--- config.mk ---
export PLATFORM = sky130hd
export DESIGN_NAME = paddle_ctrl
export DESIGN_NICKNAME = d
export VERILOG_FILES = /design/src/rtl/paddle_ctrl.sv
export SDC_FILE = /design/constraint.sdc
export NUM_CORES = 1
export LEC_CHECK = 0
export BUFFER_PORTS_ARGS = -buffer_cell sky130_fd_sc_hd__buf_2
export CAP_MARGIN = 30
export CORE_MARGIN = 10
export CORE_UTILIZATION = 45
export DETAILED_ROUTE_END_ITERATION = 10
export SYNTH_ARGS = -nofsm -noshare
export SYNTH_HDL_FRONTEND = slang
export SYNTH_SLANG_ARGS = --single-unit
--- constraint.sdc ---
create_clock -name vga_clk -period 11.6 [get_ports vga_clk]
set_input_delay 0.58 -clock vga_clk [delete_from_list [all_inputs] [get_ports vga_clk]]
set_output_delay 0.58 -clock vga_clk [all_outputs]
set_load 0.02 [all_outputs]
--- src/rtl/paddle_ctrl.sv ---
// paddle_ctrl -- one Pong paddle: manual play, AI tracking and AI return-to-centre.
// It produces the paddle top-left coordinate on a divided movement tick.
//
// Optional feature macro: PADDLE_ACCEL_EN
//   Defined   : a held manual direction boosts the step to 2*STEP after ACCEL_TICKS ticks.
//   Undefined : the step is always STEP and no hold counter exists.
//
// Ports:
//   vga_clk    in   clock
//   sys_rst    in   synchronous active-high reset
//   key[1:0]   in   active-low buttons, [0]=down, [1]=up
//   s          in   speed select (1 = SPEED_FAST period)
//   guiwei     in   round restart, level-sensitive
//   ai_switch  in   1 = AI drives the paddle
//   ball_x/y   in   ball top-left coordinate
//   body_x/y   out  paddle top-left coordinate
//   mode       out  registered mode (0 MANUAL, 1 AI_TRACK, 2 AI_RETURN)
//   moving     out  high for one cycle after a tick that changed body_y
//
// state     | meaning
// MANUAL    | keys move the paddle
// AI_TRACK  | ball in own half, paddle centre follows ball centre
// AI_RETURN | ball away, paddle drifts back to Y_INIT
module paddle_ctrl #(
  parameter int COORD_W     = 10,
  parameter int SIDE        = 0,
  parameter int X_INIT      = 55,
  parameter int Y_INIT      = 200,
  parameter int H_DISP      = 640,
  parameter int V_DISP      = 480,
  parameter int SLDE_W      = 10,
  parameter int PAD_LEN     = 80,
  parameter int BALL_W      = 16,
  parameter int STEP        = 2,
  parameter int SPEED_FAST  = 80000,
  parameter int SPEED_SLOW  = 190000,
  parameter int DEADZONE    = 0,
  parameter int ACCEL_TICKS = 16
) (
  input  logic               vga_clk,
  input  logic               sys_rst,
  input  logic [1:0]         key,
  input  logic               s,
  input  logic               guiwei,
  input  logic               ai_switch,
  input  logic [COORD_W-1:0] ball_x,
  input  logic [COORD_W-1:0] ball_y,
  output logic [COORD_W-1:0] body_x,
  output logic [COORD_W-1:0] body_y,
  output logic [1:0]         mode,
  output logic               moving
);

  localparam int CW1 = COORD_W + 1;
  localparam logic [CW1-1:0] Y_MIN_W   = CW1'(SLDE_W);
  localparam logic [CW1-1:0] Y_MAX_W   = CW1'(V_DISP - SLDE_W - PAD_LEN);
  localparam logic [CW1-1:0] Y_INIT_W  = CW1'(Y_INIT);
  localparam logic [CW1-1:0] HALF_PAD  = CW1'(PAD_LEN / 2);
  localparam logic [CW1-1:0] HALF_BALL = CW1'(BALL_W / 2);
  localparam logic [CW1-1:0] DZ        = CW1'(DEADZONE);
  localparam logic [CW1-1:0] OWN_L     = CW1'(H_DISP / 2 - BALL_W);
  localparam logic [CW1-1:0] OWN_R     = CW1'(H_DISP / 2);
  localparam logic [CW1-1:0] STEP_W    = CW1'(STEP);
  localparam logic [21:0]    PER_F_M1  = 22'(SPEED_FAST - 1);
  localparam logic [21:0]    PER_S_M1  = 22'(SPEED_SLOW - 1);

  typedef enum logic [1:0] {
    MANUAL    = 2'd0,
    AI_TRACK  = 2'd1,
    AI_RETURN = 2'd2
  } mode_t;

  mode_t          state, state_nxt;
  logic [21:0]    div_cnt;
  logic           tick;
  logic           own_half;
  logic           man_move, man_up;
  logic [CW1-1:0] step_w;
  logic [CW1-1:0] y_w, pc, bc, y_up, y_dn, diff, y_nxt;

  assign body_x = COORD_W'(X_INIT);
  assign mode   = state;

  // An over-range count after an s change ticks at once thanks to >=.
  assign tick = s ? (div_cnt >= PER_F_M1) : (div_cnt >= PER_S_M1);

  assign own_half = (SIDE == 0) ? ({1'b0, ball_x} < OWN_L) : ({1'b0, ball_x} >= OWN_R);

  always_comb begin
    state_nxt = MANUAL;
    if (ai_switch) state_nxt = own_half ? AI_TRACK : AI_RETURN;
  end

  assign man_move = (state_nxt == MANUAL) && ((key == 2'b10) || (key == 2'b01));
  assign man_up   = (key == 2'b01);

`ifdef PADDLE_ACCEL_EN
  localparam int HC_W = $clog2(ACCEL_TICKS + 1);
  localparam logic [HC_W-1:0] HC_MAX = HC_W'(ACCEL_TICKS);

  logic [HC_W-1:0] hold_cnt, hold_inc;
  logic            last_up, last_vld;

  // The count this tick would reach decides the step, so the boost starts
  // on the ACCEL_TICKS-th consecutive same-direction repeat.
  always_comb begin
    hold_inc = '0;
    if (last_vld && (last_up == man_up))
      hold_inc = (hold_cnt == HC_MAX) ? hold_cnt : hold_cnt + 1'b1;
    step_w = (man_move && (hold_inc >= HC_MAX)) ? (STEP_W << 1) : STEP_W;
  end

  always_ff @(posedge vga_clk) begin
    if (sys_rst || guiwei || !man_move) begin
      hold_cnt <= '0;
      last_vld <= 1'b0;
      last_up  <= 1'b0;
    end else if (tick) begin
      hold_cnt <= hold_inc;
      last_vld <= 1'b1;
      last_up  <= man_up;
    end
  end
`else
  localparam int unused_accel_ticks = ACCEL_TICKS;
  assign step_w = STEP_W;
`endif

  always_comb begin
    y_w   = {1'b0, body_y};
    pc    = y_w + HALF_PAD;
    bc    = {1'b0, ball_y} + HALF_BALL;
    y_up  = (y_w >= Y_MIN_W + step_w) ? (y_w - step_w) : Y_MIN_W;
    y_dn  = (y_w + step_w <= Y_MAX_W) ? (y_w + step_w) : Y_MAX_W;
    diff  = (y_w > Y_INIT_W) ? (y_w - Y_INIT_W) : (Y_INIT_W - y_w);
    y_nxt = y_w;
    case (state_nxt)
      MANUAL: begin
        if (key == 2'b10)      y_nxt = y_dn;
        else if (key == 2'b01) y_nxt = y_up;
      end
      AI_TRACK: begin
        if (bc + DZ < pc)      y_nxt = y_up;
        else if (bc > pc + DZ) y_nxt = y_dn;
      end
      default: begin
        if (diff <= step_w)    y_nxt = Y_INIT_W;
        else if (y_w > Y_INIT_W) y_nxt = y_up;
        else                   y_nxt = y_dn;
      end
    endcase
  end

  always_ff @(posedge vga_clk) begin
    if (sys_rst) begin
      state   <= MANUAL;
      body_y  <= COORD_W'(Y_INIT);
      div_cnt <= '0;
      moving  <= 1'b0;
    end else begin
      state <= state_nxt;
      if (guiwei) begin
        body_y  <= COORD_W'(Y_INIT);
        div_cnt <= '0;
        moving  <= 1'b0;
      end else if (tick) begin
        div_cnt <= '0;
        body_y  <= y_nxt[COORD_W-1:0];
        moving  <= (y_nxt != y_w);
      end else begin
        div_cnt <= div_cnt + 1'b1;
        moving  <= 1'b0;
      end
    end
  end

endmodule

==> out/qor.csv <==
metric,value,unit
FP Rows,33,
"Async S/R FF share, synth",0,%
final critical-path required period,4.42,ns
"EDFF count, synth",0,
area share of the largest cell type after synthesis,18.3,%
via count,3963,
gp weighted congestion,0.937,
setup_tns,0,ns
initial antenna violation count,0,
#FFs+latches synth,35,
Synth area leader,dfxtp_1,
# IOs,50,
Critical Path End Type,register,
total grt overflow,0,
Post-CTS Hold Fix Bufs,0,
Die H,112,um
CP Cell Sequence,inv_1 > ha_1 > inv_1 > ha_1 > a211oi_1 > nor2_1 > o31ai_1 > nand2_1 > o31ai_1 > o2bb2ai_1 > a2bb2oi_1 > xnor2_1 > nor4_1 > a31oi_1,
Post-Route WL,11700,um
fillers,858,
global-route usage over all layers,17.6,%
Max H-tree Level,2,
"top cells by area, synth","dfxtp_1 18%, ha_1 7.2%, xnor2_1 6.9%, nor2_1 5.8%, nand2_1 4.5%",
Core ar.,8260,sq um
Synth Flop Type,dfxtp_1,
initial core utilization,46.3,%
DRC viols,0,
Worst Max-Slew Pin Slew,0.840,ns
skew final,0.0105,ns
max_cap viols,0,
Final Slew Violations,0,
Buffers on Ports,35,
Mapped Cells,516,
initial DRC count,325,
Critical Path Fanout Max,15,
crit path DAT,4.57,ns
fin crit share,38.1,%
Antenna Cells,0,
startpoint types,register,
DR pass1 iterations,5,
HPWL Detailed,8850,um
Via density,6.15,
P per Cell Area,89.0,nW/um^2
CTS tree,done,
ANT nets after route,0,
WL/cell,18.2,um
FMAX,226,MHz
clk buf depth,2,
Crit Path Class,register to register,
Max stage delay on crit path,0.80,ns
Synth cell types,80,
most common cell in the netlist,nor2_1,
# clock sinks,35,
TritonCTS buffer count,5,
final setup violation count,0,
sequential share of the synthesized area,18.3,%
full die area,12600,sq um
Bufs and invs on worst path,2,
vias in the first global route,3670,
Worst path slowest cell,dfxtp_1,
status,"finished, final reports clean",
HP Class,register to register,
Synth top cells by count,"59 x nor2_1, 46 x nand2_1, 35 x dfxtp_1",
Fin Hold WS,0.458,ns
"Clk pin slew, worst setup/hold paths",0.08,ns
crit-path leading delay family,compound AO/OA/AOI/OAI gates,
Critical Path RT,11.75,ns
Netlist Area Pre-Place,3820,sq um
P_leak,1.70,nW
Layout area overhead,6.81,%
share of cells above drive strength 1,13.5,%
largest net degree at the start of global routing,28,
die width,112,um
postcts setup bufs,0,
unrepaired setup endpoints after global routing,no,
Mean Syn Cell Area,7.41,sq um
Fin. Hold Viols,0,
first-pass GRT wire length,18900,um
Post-CTS Resized,0,
maximum vdd ir drop,81.5,uV
Root Buffer,clkbuf_8,
headroom to the max-slew limit,43.6,%
fin nets,587,
Clock Latency Late Sink,0.28,ns
Ys Warns,0,
power breakdown:
part	leakage [nW]	internal [mW]	switching, mW
sequential	0.285	0.123	0.00441
combinational	1.37	0.0572	0.0953
clock	0.0477	0.0410	0.0420
total	1.70	0.222	0.142
state kept, by name, indices dropped and copies added (netlist names):
register	flops
body_y	10
div_cnt	22
mode	2
moving	1
per-stage QoR:
| stage | instances | setup slack [ns] | instance area [sq um] | util (%) | total power, mW |
|---|---|---|---|---|---|
| global placement | 636 | 7.32 | 4000 | 48.4 | 0.278 |
| detailed placement | 636 | 7.29 | 4000 | 48.4 | 0.279 |
| global route | 644 | 6.90 | 4080 | 49.4 | 0.385 |
| finish | 644 | 7.18 | 4080 | 49.4 | 0.363 |
| CTS | 644 | 7.27 | 4080 | 49.4 | 0.362 |
| floorplan | 528 | 7.74 | 3870 | - | 0.245 |
layout make-up:
class | count | area (sq um) | share of cell area, %
Clock inverter | 3 | 15.0 | 0.368
Tap cell | 105 | 131 | 3.22
Sequential cell | 35 | 701 | 17.2
Multi-Input combinational cell | 437 | 2880 | 70.4
Clock buffer | 5 | 68.8 | 1.69
Timing Repair Buffer | 42 | 228 | 5.58
Inverter | 17 | 63.8 | 1.56
layer usage:
metal	routed length, um	GRT usage, %
met1	5090	23.9
met2	5250	27.3
met3	1020	3.41
met4	350	5.50
met5	0	0
worst reg2reg max path, cell delays in order (launching register included):
cell and delay, ns:
dfxtp_1 0.80, inv_1 0.31, ha_1 0.40, inv_1 0.09, ha_1 0.29, a211oi_1 0.24
nor2_1 0.10, o31ai_1 0.33, nand2_1 0.32, o31ai_1 0.34, o2bb2ai_1 0.17, a2bb2oi_1 0.41
xnor2_1 0.11, nor4_1 0.27, a31oi_1 0.12
cells by family (layout without fill, tap and decap cells):
group / Yosys count / count (layout) / share of synthesized area [%]
AND/OR/NAND/NOR: 206 / 206 / 26.9
AO/OA/AOI/OAI: 141 / 141 / 26.9
buffers and inverters: 56 / 67 / 7.63
XOR/XNOR: 44 / 44 / 10.1
flip-flops: 35 / 35 / 18.3
adder cells (fa/ha/maj): 22 / 22 / 7.20
multiplexers: 10 / 10 / 2.75
other: 2 / 14 / 0.196
final timing paths:
path | startpoint | end | slack (ns) | depth (start not counted)
hold reg to reg | div_cnt[0] | div_cnt[0] | 0.46 | 1
setup / recovery | body_y[4] | moving | 7.18 | 14
hold / removal | div_cnt[0] | div_cnt[0] | 0.46 | 1
setup reg to reg | body_y[4] | moving | 7.18 | 14
placed cells by master, fill, tap and decap left out, types with 3 or more instances in the layout:
master | synthesis | final
a2111oi_0 | 3 | 3
a211oi_1 | 8 | 8
a21o_1 | 3 | 3
a21oi_1 | 34 | 34
a22o_1 | 4 | 4
a31oi_1 | 6 | 6
and2_1 | 5 | 5
and3_1 | 13 | 13
buf_2 | 8 | 35
buf_4 | 13 | 7
clkbuf_8 | 0 | 5
clkinv_2 | 0 | 3
conb_1 | 2 | 14
dfxtp_1 | 35 | 35
ha_1 | 22 | 22
inv_1 | 16 | 16
mux2_2 | 3 | 3
mux2i_1 | 6 | 6
nand2_1 | 46 | 46
nand2b_1 | 7 | 7
nand3_1 | 15 | 15
nand4_1 | 9 | 9
nor2_1 | 59 | 59
nor2_2 | 3 | 3
nor2b_1 | 4 | 4
nor3_1 | 16 | 16
nor4_1 | 6 | 6
o21a_1 | 4 | 4
o21ai_0 | 19 | 19
o22ai_1 | 6 | 6
o31ai_1 | 11 | 11
or3_1 | 4 | 4
or4_1 | 3 | 3
xnor2_1 | 30 | 30
xor2_1 | 14 | 14
(Power assumes the default switching activity.)
